==> config.mk <==
export PLATFORM = sky130hd
export DESIGN_NAME = esp32_tx_framer
export DESIGN_NICKNAME = d
export VERILOG_FILES = /design/src/rtl/esp32_frame_pkg.sv /design/src/rtl/esp32_crc8.sv /design/src/rtl/esp32_tx_framer.sv
export SDC_FILE = /design/constraint.sdc
export NUM_CORES = 1
export LEC_CHECK = 0
export BUFFER_PORTS_ARGS = -buffer_cell sky130_fd_sc_hd__buf_2
export CELL_PAD_IN_SITES_DETAIL_PLACEMENT = 0
export CELL_PAD_IN_SITES_GLOBAL_PLACEMENT = 1
export CORE_ASPECT_RATIO = 1.4
export CORE_UTILIZATION = 38
export CTS_CLUSTER_DIAMETER = 200
export DETAILED_ROUTE_END_ITERATION = 8
export GPL_TIMING_DRIVEN = 0
export PLACE_DENSITY_LB_ADDON = 0.1
export SLEW_MARGIN = 5
export SYNTH_ARGS = -nofsm -noshare
export SYNTH_HDL_FRONTEND = slang
export SYNTH_HIERARCHICAL = 1
export SYNTH_SLANG_ARGS = --single-unit
==> constraint.sdc <==
create_clock -name clk -period 2 [get_ports clk]
set_clock_uncertainty 0.2 [all_clocks]
set_input_delay 0.2 -clock clk [delete_from_list [all_inputs] [get_ports clk]]
set_output_delay 0.2 -clock clk [all_outputs]
set_load 0.01 [all_outputs]
==> src/rtl/esp32_frame_pkg.sv <==
// Shared constants and types for the ESP32 UART TX framer.
package esp32_frame_pkg;

    localparam logic [7:0] SOF_DEFAULT = 8'hA5;
    localparam logic [7:0] CRC8_POLY   = 8'h07;

    typedef enum logic [2:0] {
        ST_IDLE    = 3'd0,
        ST_SOF     = 3'd1,
        ST_CMD     = 3'd2,
        ST_LEN     = 3'd3,
        ST_PAYLOAD = 3'd4,
        ST_CSUM    = 3'd5
    } state_e;

endpackage

==> src/rtl/esp32_crc8.sv <==
// One-byte CRC-8 update (MSB first, no reflection), purely combinational.
module esp32_crc8
    import esp32_frame_pkg::*;
(
    input  logic [7:0] crc_in,
    input  logic [7:0] data_in,
    output logic [7:0] crc_out
);

    logic [7:0] c;

    always_comb begin
        c = crc_in ^ data_in;
        for (int i = 0; i < 8; i++) begin
            c = c[7] ? ({c[6:0], 1'b0} ^ CRC8_POLY) : {c[6:0], 1'b0};
        end
        crc_out = c;
    end

endmodule

==> src/rtl/esp32_tx_framer.sv <==
// Frames SOF/cmd/len/payload/checksum bytes toward a UART transmitter.
// Define ESP32_FRAMER_CRC8_EN to swap the XOR checksum for CRC-8.
module esp32_tx_framer
    import esp32_frame_pkg::*;
#(
    parameter logic [7:0] SOF_BYTE = SOF_DEFAULT
) (
    input  logic       clk,
    input  logic       rst_n,
    input  logic       start,
    output logic       start_ready,
    input  logic [7:0] cmd,
    input  logic [7:0] len,
    input  logic [7:0] pl_data,
    input  logic       pl_valid,
    input  logic       pl_last,
    output logic       pl_ready,
    output logic [7:0] tx_data,
    output logic       tx_valid,
    input  logic       tx_ready,
    output logic       done,
    output logic       len_err
);

    state_e     state_q, state_d;
    logic [7:0] cmd_q, cmd_d;
    logic [7:0] len_q, len_d;
    logic [7:0] cnt_q, cnt_d;
    logic [7:0] csum_q, csum_d;
    logic       done_q, done_d;
    logic [7:0] csum_byte, csum_next;
    logic       tx_xfer;

    // Header bytes come from registers; payload is a zero-latency pass-through.
    always_comb begin
        tx_valid = 1'b0;
        tx_data  = 8'h00;
        pl_ready = 1'b0;
        case (state_q)
            ST_SOF:     begin tx_valid = 1'b1; tx_data = SOF_BYTE; end
            ST_CMD:     begin tx_valid = 1'b1; tx_data = cmd_q;    end
            ST_LEN:     begin tx_valid = 1'b1; tx_data = len_q;    end
            ST_PAYLOAD: begin
                tx_valid = pl_valid;
                tx_data  = pl_data;
                pl_ready = tx_ready;
            end
            ST_CSUM:    begin tx_valid = 1'b1; tx_data = csum_q;   end
            default:    ;
        endcase
    end

    assign tx_xfer     = tx_valid && tx_ready;
    assign start_ready = (state_q == ST_IDLE);
    assign done        = done_q;
    assign len_err     = (state_q == ST_PAYLOAD) && tx_xfer && (pl_last != (cnt_q == 8'd1));

    // cmd and len are folded in as they go out, so one update path covers every byte.
    always_comb begin
        case (state_q)
            ST_CMD:  csum_byte = cmd_q;
            ST_LEN:  csum_byte = len_q;
            default: csum_byte = pl_data;
        endcase
    end

`ifdef ESP32_FRAMER_CRC8_EN
    esp32_crc8 u_crc8 (
        .crc_in  (csum_q),
        .data_in (csum_byte),
        .crc_out (csum_next)
    );
`else
    assign csum_next = csum_q ^ csum_byte;
`endif

    always_comb begin
        state_d = state_q;
        cmd_d   = cmd_q;
        len_d   = len_q;
        cnt_d   = cnt_q;
        csum_d  = csum_q;
        done_d  = 1'b0;
        case (state_q)
            ST_IDLE: if (start) begin
                state_d = ST_SOF;
                cmd_d   = cmd;
                len_d   = len;
                cnt_d   = len;
                csum_d  = 8'h00;
            end
            ST_SOF: if (tx_xfer) state_d = ST_CMD;
            ST_CMD: if (tx_xfer) begin
                state_d = ST_LEN;
                csum_d  = csum_next;
            end
            ST_LEN: if (tx_xfer) begin
                state_d = (len_q != 8'd0) ? ST_PAYLOAD : ST_CSUM;
                csum_d  = csum_next;
            end
            ST_PAYLOAD: if (tx_xfer) begin
                csum_d = csum_next;
                if (cnt_q != 8'd0) cnt_d = cnt_q - 8'd1;
                if (cnt_q <= 8'd1) state_d = ST_CSUM;
            end
            ST_CSUM: if (tx_xfer) begin
                state_d = ST_IDLE;
                done_d  = 1'b1;
            end
            default: state_d = ST_IDLE;
        endcase
    end

    always_ff @(posedge clk or negedge rst_n) begin
        if (!rst_n) begin
            state_q <= ST_IDLE;
            cmd_q   <= 8'h00;
            len_q   <= 8'h00;
            cnt_q   <= 8'h00;
            csum_q  <= 8'h00;
            done_q  <= 1'b0;
        end else begin
            state_q <= state_d;
            cmd_q   <= cmd_d;
            len_q   <= len_d;
            cnt_q   <= cnt_d;
            csum_q  <= csum_d;
            done_q  <= done_d;
        end
    end

endmodule

---- Word-level counts from Yosys, hierarchy flattened ----
Cells that the tools add are included.
word-level totals
  bits of input ports ..................... 30
  word-level logic and storage cells ...... 61
  output and inout port bits .............. 13
  bits in registers ....................... 36
operators by class
  multiplexer cells ....................... 22
  $lt $le $gt $ge ......................... 1
  reductions and logical operators ........ 14
  add/subtract/negate cells ............... 1
  bitwise operators ....................... 1
  equal/unequal tests ..................... 16
operators by type and width
  kind                                                            count
  case mux 8 bit (2 select lines)                                 3
  two-way mux 8 bit                                               5
  case mux 8 bit (5 select lines)                                 1
  two-way mux 3 bit                                               7
  case mux 3 bit (6 select lines)                                 1
  nonzero test 8 bit                                              2
  != test 2 bit, second input constant                            6
  == test 8 x 1 -> 1 bit, second input constant                   1
  less-or-equal comparator 8 x 1 -> 1 bit, second input constant  1
  subtractor 8 x 1 -> 8 bit, second input constant                1
  XOR 8 bit                                                       1
  AND reduction 7 bit                                             1
  == test 3 x 2 -> 1 bit, second input constant                   2
  == test 3 bit, second input constant                            2
  != test 2 x 1 -> 1 bit, second input constant                   3
  two-way mux 1 bit                                               4
  AND reduction 4 bit                                             1
  nonzero test 2 bit                                              2
  OR reduction 4 bit                                              1
  == test 3 x 1 -> 1 bit, second input constant                   1
  logical AND 1 bit                                               3
  logical NOT 3 bit                                               1
  AND reduction 3 bit                                             1
  OR reduction 3 bit                                              1
  other kinds (3)                                                 3

---- Logic depth before layout (Yosys ltp) ----
Gate-level depths: netlist of run 1.
  depth in word-level cells ............... 6
  depth in mapped cells ................... 7
  depth with buffers taken out ............ 6

---- Worst setup path before layout of run 1 ----
No wires, ideal clock.
  kind .................................... flip-flop to flip-flop
  start ................................... register state_q[2]
  end ..................................... register csum_q[1]
  period minus slack after synthesis ...... 2048 ps
  path buffers ............................ 2
  stages on the path, launching flop included .. 8
  data arrival time ....................... 1774 ps
  setup time .............................. 74 ps
  slack ................................... -48 ps
  required time ........................... 1726 ps
  cell sequence ........................... dfrtp_1 -> buf_2 -> inv_2 -> ha_1 -> clkbuf_1 -> a31oi_1 -> a2111o_1 -> o21ai_2
on the way
  word-level cells in the longest chain between the ends .. 6
  elaborated cells on any way between the ends .. 18
  those cells by class .................... eq/ne (7); mux (4); bitwise (1); reduce/logical (6)
ends and longest elaborated chain
  element                                  line                    source
  from (decl)                              esp32_tx_framer.sv:25   state_e state_q, state_d;
  from (signal assigned)                   esp32_tx_framer.sv:123  state_q <= state_d;
  == test 3 bit (tied with other cells)    esp32_tx_framer.sv:39   case (state_q)
  OR reduction 4 bit (no source line)      -
  case mux 1 bit (2 select lines)          esp32_tx_framer.sv:39
  logical AND 1 bit                        esp32_tx_framer.sv:53   assign tx_xfer = tx_valid && tx_ready;
  != test 2 x 1 -> 1 bit (no source line)  -
  AND reduction 3 bit (no source line)     -
  to (signal assigned)                     esp32_tx_framer.sv:127  csum_q <= csum_d;
  to (decl)                                esp32_tx_framer.sv:29   logic [7:0] csum_q, csum_d;
Parallel ways exist; a longest one is shown, timed or not. The select of a mux whose other input is x is not followed.
A chain may end at the register's enable or synchronous reset.

---- Final worst setup path of run 1 ----
  start ................................... register state_q[0]
  end ..................................... output port tx_data[0]
on the way
  word-level cells in the longest chain between the ends .. 2
  elaborated cells on any way between the ends .. 6
  those cells by class .................... eq/ne (5); mux (1)
ends and longest elaborated chain
  element                                line                   source
  == test 3 bit (tied with other cells)  esp32_tx_framer.sv:39
  case mux 8 bit (5 select lines) *      esp32_tx_framer.sv:39
  to (decl)                              esp32_tx_framer.sv:18  output logic [7:0] tx_data,
Every way passes the cells marked *; elsewhere a longest branch is shown, timed or not.

==> results of run 1 <==
[metrics by stage]
step / hold WS [ns] / util / cells / cell area [um^2]
finish: 0.0751 / 0.556 / 440 / 3480
global route: 0.0761 / 0.556 / 440 / 3480
CTS: 0.0670 / 0.523 / 429 / 3270
detailed placement: 0.173 / 0.446 / 390 / 2790
global placement: 0.169 / 0.446 / 390 / 2790
floorplan: -0.296 / - / 276 / 2490
[repair_timing]
item	in CTS	in global routing
buffers inserted	15	12
hold buffers	16	0
setup endpoints to repair	32	34
gates resized for setup	28	32
endpoints found under the hold margin	51	0
pin swaps	5	6
gates cloned	0	0
[flip-flops by register name, summed over array words and instances (netlist names)]
name and cells:
state_q 3, cmd_q 8, cnt_q 8, len_q 8
done 1, csum_q 8
[worst min-delay path: stages]
cell	delay, ns
buf_2	0.07
and2_1	0.16
a21o_1	0.10
[where the power goes]
group          internal (W)  switching [W]  total (W)
combinational       0.00183        0.00181    0.00364
sequential          0.00108       0.000326    0.00140
clock              0.000247       0.000292   0.000539
total               0.00315        0.00243    0.00558
[cell families after synthesis]
group,after synthesis
XOR/XNOR,2
adder cells (fa/ha/maj),4
multiplexers,17
AND/OR/NAND/NOR,131
AO/OA/AOI/OAI,64
buffers and inverters,22
flip-flops,36
[final timing paths]
path	startpoint	to	slack [ns]	cells after the start
worst max register to register	state_q[0]	cnt_q[1]	-0.01	8
min in group asynchronous	rst_n	done	0.36	2
worst max-delay path	state_q[0]	tx_data[0]	-0.07	8
max in group asynchronous	rst_n	cnt_q[2]	0.65	2
worst min-delay path	len[0]	len_q[0]	0.08	3
worst min register to register	cmd_q[5]	cmd_q[5]	0.28	2
[cell usage in the layout (no fill, tap or decap), types with 3 or more instances in the layout]
master / count
a31oi_1: 4
nand3_2: 3
a22oi_2: 7
dfrtp_1: 30
nor3_1: 4
buf_4: 23
nor4_1: 3
mux2_2: 8
buf_6: 13
buf_12: 3
clkbuf_8: 5
buf_2: 43
o2bb2a_1: 4
nor2b_1: 8
nor2_1: 8
mux2i_1: 7
and2_1: 3
nor3_4: 3
dlygate4sd3_1: 16
a21oi_1: 14
nor2_2: 5
o21ai_0: 6
o21ai_2: 5
nand2b_1: 9
o2bb2ai_1: 5
dfrtp_2: 6
nand2_1: 58
nand3_1: 6
a2111o_1: 4
o22a_1: 4
nor3b_1: 5
[routing by layer]
metal | part of all wire | up-vias
met2 | 0.53 | 37
met5 | 0 | -
met1 | 0.44 | 1135
met3 | 0.022 | 4
li1 | - | 1165
met4 | 0.0088 | 0
[layout make-up]
type,instances,area [um^2]
clock inverters,3,23.8
flip-flops and latches,36,908
multi-input cells,218,1570
well taps,72,90.1
clock buffers,5,68.8
plain buffers,17,178
fillers,602,2780
repair buffers,85,619
inverters,4,25.0
==> reports/results.tsv, run 1 <==
stage	metric	value	unit
run_status	outcome	finished with violations	
run_status	violated checks	negative setup slack	
die	# rows	34	
logic_synthesis	Synth Area in Compound Gates	0.198	
logic_synthesis	Yosys reg bits	36	
logic_synthesis	Syn Area/Cell	9.02	um^2
pwr	PwrDens	1600	mW/mm^2
pwr	Max rail drop VDD	0.000807	V
die	I/O Pins	43	
timing	Slew @ Worst Pin	0.858	ns
logic_synthesis	main combinational cell family by area after synthesis	simple AND/OR/NAND/NOR gates	
global_route	GRT Overall Usage	0.219	
worst_setup_path	CP startpoint kind	register	
layout	# diodes	0	
global_route	vias in the first global route	2281	
logic_synthesis	Syn Nets	310	
global_route	GRT met1 Usage	0.281	
worst_setup_path	crit path max fanout	7	
logic_synthesis	Post-synth EDFFs	0	
timing	worst slew margin relative to its limit	0.428	
worst_setup_path	crit path kind	register to output port	
run	Max-Cap Viols	0	
timing	fmax	482	MHz
logic_synthesis	Async S/R FF share, synth	1.00	
die	die width	70.4	um
clocking	worst skew pair latency	0.29	ns
timing	RSZ-0062 raised after global routing	true	
clocking	CTS max path bufs	2	
logic_synthesis	fraction of the mapped netlist area in simple logic gates	0.275	
logic_synthesis	commonest register cell after synthesis	dfrtp_1	
routing	DR vias	2341	
routing	Post-route DRC	0	
global_route	antenna violations before repair	0	
worst_setup_path	CP arrival	1.67	ns
die	Die Span Y	97.8	um
logic_synthesis	synthesized-area fraction occupied by adder cells	0.0201	
logic_synthesis	Netlist Area Pre-Place	0.00249	mm^2
layout	nets@finish	401	
clocking	CTS tree	done	
logic_synthesis	most frequent cell after synthesis	nand2_1	
routing	1st-pass router iterations	4	
logic_synthesis	xor/xnor cell area share of the yosys netlist	0.00704	
logic_synthesis	most common library cells after synthesis	58 x nand2_1, 36 x dfrtp_1, 14 x a21oi_1, 14 x nor2_1, 10 x nand2b_1	
worst_setup_path	CP Capture Type	output port	
logic_synthesis	Yosys warning total	6	
timing	setup tns final	-0.499	ns
hold_path	Hold Crit Class	input port to register	
worst_setup_path	delay-heaviest family, CP	buffers and inverters	
routing	WL final	7080	um
die	die area	0.00688	mm^2
placed_design	post-DP HPWL	5020	um
worst_setup_path	peak per-stage delay on the critical path	0.39	ns
placed_design	gpl congestion	0.779	
global_route	GRT overflow	0	
global_route	GRT busiest layer	met2	
worst_setup_path	worst path required time	1.60	ns
clocking	Clock Sinks	36	
layout	Area Overhead vs Synth	39.7	%
worst_setup_path	Buf/Inv on CP	5	
timing	Slew Viols, Final	0	
global_route	largest net degree at the start of global routing	37	
logic_synthesis	sequential share of the synthesized area	0.362	
logic_synthesis	Syn Inst Count	276	
clocking	clock root buffer	clkbuf_8	
routing	mean number of vias per cell	5.32	
global_route	first-pass GRT wire length	11800	um
logic_synthesis	share of the synthesized area in the top cell type	0.362	
worst_setup_path	slowest CP cell	dfrtp_1	
timing	setup ws final	-0.0734	ns
routing	Final ANT Viol Nets	0	
pwr	Static Leak	1.56	nW
routing	WL per Instance	16.1	um
layout	share of layout cells above drive strength 1	0.416	
timing	post-route minimum period	2.07	ns
timing	Final Hold Viols	0	
timing	final worst-path cycle share	1.04	
pwr	Power Total	0.00558	W
clocking	Worst-path clk slew	0.08	ns
global_route	met2 Use GR	0.378	
worst_setup_path	critical path, cell by cell	buf_6 -> buf_12 -> buf_8 -> buf_4 -> a22oi_2 -> o22a_1 -> nor2_2 -> buf_2	
logic_synthesis	largest cells by area after synthesis	dfrtp_1 36%, nand2_1 8.7%, buf_6 3.6%	
placed_design	worst slack at placement	-0.321	ns
logic_synthesis	multiplexer area fraction after synthesis	0.0744	
global_route	met3 Use GR	0.0299	
die	CORE AREA	0.00625	mm^2
logic_synthesis	Yosys top cell by area	dfrtp_1	
clocking	H-tree level count	2	
routing	DR iter-0 viols	71	
timing	Setup violations, final	9	
placed_design	port bufs	42	
die	Initial Utilization	0.398	
logic_synthesis	Unique masters post-synth	51	
clocking	total CTS buffers	5	
No activity file was read; power rests on OpenSTA's default activity.
==> run 2, diff against run 1 <==
--- a/config.mk
+++ b/config.mk
@@ -9,11 +9,12 @@
 export CELL_PAD_IN_SITES_DETAIL_PLACEMENT = 0
 export CELL_PAD_IN_SITES_GLOBAL_PLACEMENT = 1
 export CORE_ASPECT_RATIO = 1.4
-export CORE_UTILIZATION = 38
+export CORE_UTILIZATION = 43
 export CTS_CLUSTER_DIAMETER = 200
 export DETAILED_ROUTE_END_ITERATION = 8
 export GPL_TIMING_DRIVEN = 0
 export PLACE_DENSITY_LB_ADDON = 0.1
+export RECOVER_POWER = 100
 export SLEW_MARGIN = 5
 export SYNTH_ARGS = -nofsm -noshare
 export SYNTH_HDL_FRONTEND = slang
==> constraint.sdc (replaced) <==
create_clock -name clk -period 2.05 [get_ports clk]
set_clock_uncertainty 0.2 [all_clocks]
set_input_delay 0.205 -clock clk [delete_from_list [all_inputs] [get_ports clk]]
set_output_delay 0.205 -clock clk [all_outputs]
set_load 0.01 [all_outputs]
==> reports/results.tsv, run 2 (same netlist as run 1, synthesis figures left out) <==
stage	metric	value	unit
run_status	outcome	finished with violations	
run_status	violated checks	negative setup slack	
die	# rows	32	
hold_path	Hold Crit Class	input port to register	
clocking	CTS tree	done	
worst_setup_path	Worst Setup SP	state_q[0]	
layout	Area Overhead vs Synth	38.7	%
layout	nets@finish	393	
worst_setup_path	crit path max fanout	8	
worst_setup_path	crit path kind	register to output port	
clocking	H-tree level count	2	
worst_setup_path	CP arrival	1.73	ns
worst_setup_path	critical path, cell by cell	buf_6 -> buf_12 -> buf_8 -> inv_4 -> o31a_1 -> buf_12 -> nor2_2 -> buf_2	
layout	non-filler cells, final	428	
timing	Slew Viols, Final	0	
routing	Post-route DRC	0	
placed_design	placed instance count	386	
clocking	worst skew pair latency	0.30	ns
die	die area	0.00610	mm^2
die	Initial Utilization	0.451	
worst_setup_path	reg2reg path depth	5	
clocking	Worst-path clk slew	0.08	ns
worst_setup_path	slowest CP cell	dfrtp_1	
timing	RSZ-0062 raised after global routing	true	
worst_setup_path	worst path required time	1.64	ns
global_route	antenna violations before repair	0	
hold_path	hold path depth	3	
timing	post-route minimum period	2.13	ns
layout	commonest cells after routing, fill and taps aside	58 x nand2_1, 40 x buf_2, 33 x dfrtp_1	
layout	leading cell type in the layout, fill and taps excluded	nand2_1	
routing	WL final	6940	um
routing	DR iter-0 viols	106	
clocking	CTS max path bufs	2	
placed_design	port bufs	42	
die	CORE AREA	0.00553	mm^2
clocking	total CTS buffers	5	
hold_path	hold_sp	len[0]	
pwr	Static Leak	1.54	nW
timing	Final Hold Viols	0	
clocking	Clock Sinks	36	
worst_setup_path	RR Endpoint	cnt_q[1]	
timing	final worst-path cycle share	1.04	
die	I/O Pins	43	
layout	share of layout cells above drive strength 1	0.381	
placed_design	gpl congestion	0.793	
timing	fmax	469	MHz
die	die width	66.3	um
routing	WL per Instance	16.2	um
layout	Final Util	0.625	
placed_design	post-DP HPWL	4730	um
worst_setup_path	Buf/Inv on CP	6	
worst_setup_path	peak per-stage delay on the critical path	0.37	ns
timing	setup ws final	-0.0809	ns
die	Die Span Y	92.0	um
hold_path	hold path endpoint	len_q[0]	
pwr	PwrDens	1610	mW/mm^2
worst_setup_path	cell mode on critical path	buf_12	
clocking	clock root buffer	clkbuf_8	
global_route	first-pass GRT wire length	11300	um
run	Max-Cap Viols	0	
worst_setup_path	CP Capture Type	output port	
worst_setup_path	delay-heaviest family, CP	buffers and inverters	
timing	Setup violations, final	8	
timing	Slew @ Worst Pin	0.953	ns
global_route	GRT overflow	0	
worst_setup_path	R2R setup slack	0.10	ns
timing	worst slew margin relative to its limit	0.365	
global_route	largest net degree at the start of global routing	37	
worst_setup_path	reg-to-reg startpoint	state_q[2]	
global_route	vias in the first global route	2290	
timing	Hold WS	0.0682	ns
pwr	Max rail drop VDD	0.000702	V
global_route	GRT Overall Usage	0.244	
routing	Final ANT Viol Nets	0	
worst_setup_path	CP startpoint kind	register	
routing	mean number of vias per cell	5.48	
layout	# diodes	0	
routing	1st-pass router iterations	6	
routing	DR vias	2344	
## run 2: changes by cell type in the layout (fill, tap and decap cells not counted), sizes merged
cell and change:
buf -11, bufinv +1, clkbuf +3, clkinv -1, clkinvlp -1, inv +1
## run 2: layer usage
metal | wire length (um) | track usage | vias to the layer above
met1 | 3070 | 0.311 | 1151
met5 | 0 | 0 | -
met2 | 3630 | 0.431 | 42
met3 | 191 | 0.0311 | 4
li1 | - | - | 1147
met4 | 47 | 0.0532 | 0
## run 2: report_power, final
part | leakage, nW | internal [W] | total [W] | switching, W
combinational | 1.04 | 0.00177 | 0.00354 | 0.00178
sequential | 0.447 | 0.00104 | 0.00137 | 0.000322
clock | 0.0548 | 0.000367 | 0.000669 | 0.000302
## run 2: what timing repair did
| item | in CTS | in global routing |
|---|---|---|
| resized for setup | 25 | 29 |
| endpoints found under the hold margin | 51 | 0 |
| hold buffers | 16 | 0 |
| buffers inserted | 13 | 6 |
| setup endpoints to repair | 21 | 20 |
| pin swaps | 9 | 7 |
## run 2: worst max path at each step
stage,endpoint,slack (ns),cells past startpoint
3_5_place_dp,csum_q[4],-0.41,7
4_1_cts,tx_data[6],-0.05,8
3_3_place_gp,csum_q[4],-0.41,7
2_1_floorplan,csum_q[1],0.002,7
6_report,tx_data[4],-0.08,8
5_1_grt,tx_data[0],-0.14,8
## run 2: tightest hold or removal path, stage by stage
cell    delay [ns]
buf_2         0.08
and2_1        0.16
a21o_1        0.09
## run 2: through the flow
stage                     instance area, um^2  worst slack [ns]  setup TNS [ns]  total power, W
after floorplan                          2490           0.00202               0         0.00326
after global routing                     3450            -0.137           -1.06         0.00596
after global placement                   2790            -0.407           -3.67         0.00397
after detailed placement                 2790            -0.407           -3.66         0.00398
final                                    3450           -0.0809          -0.551         0.00558
after CTS                                3280           -0.0542          -0.355         0.00518
## run 2: area by class of cell
cell class / instances / area, um^2
clock inverter: 3 / 46.3
timing repair buffer: 76 / 587
inverter: 4 / 25.0
sequential: 36 / 905
multi-input combinational: 218 / 1560
clock buffer: 5 / 68.8
tap: 68 / 85.1
buffer: 18 / 174
fill: 480 / 2070
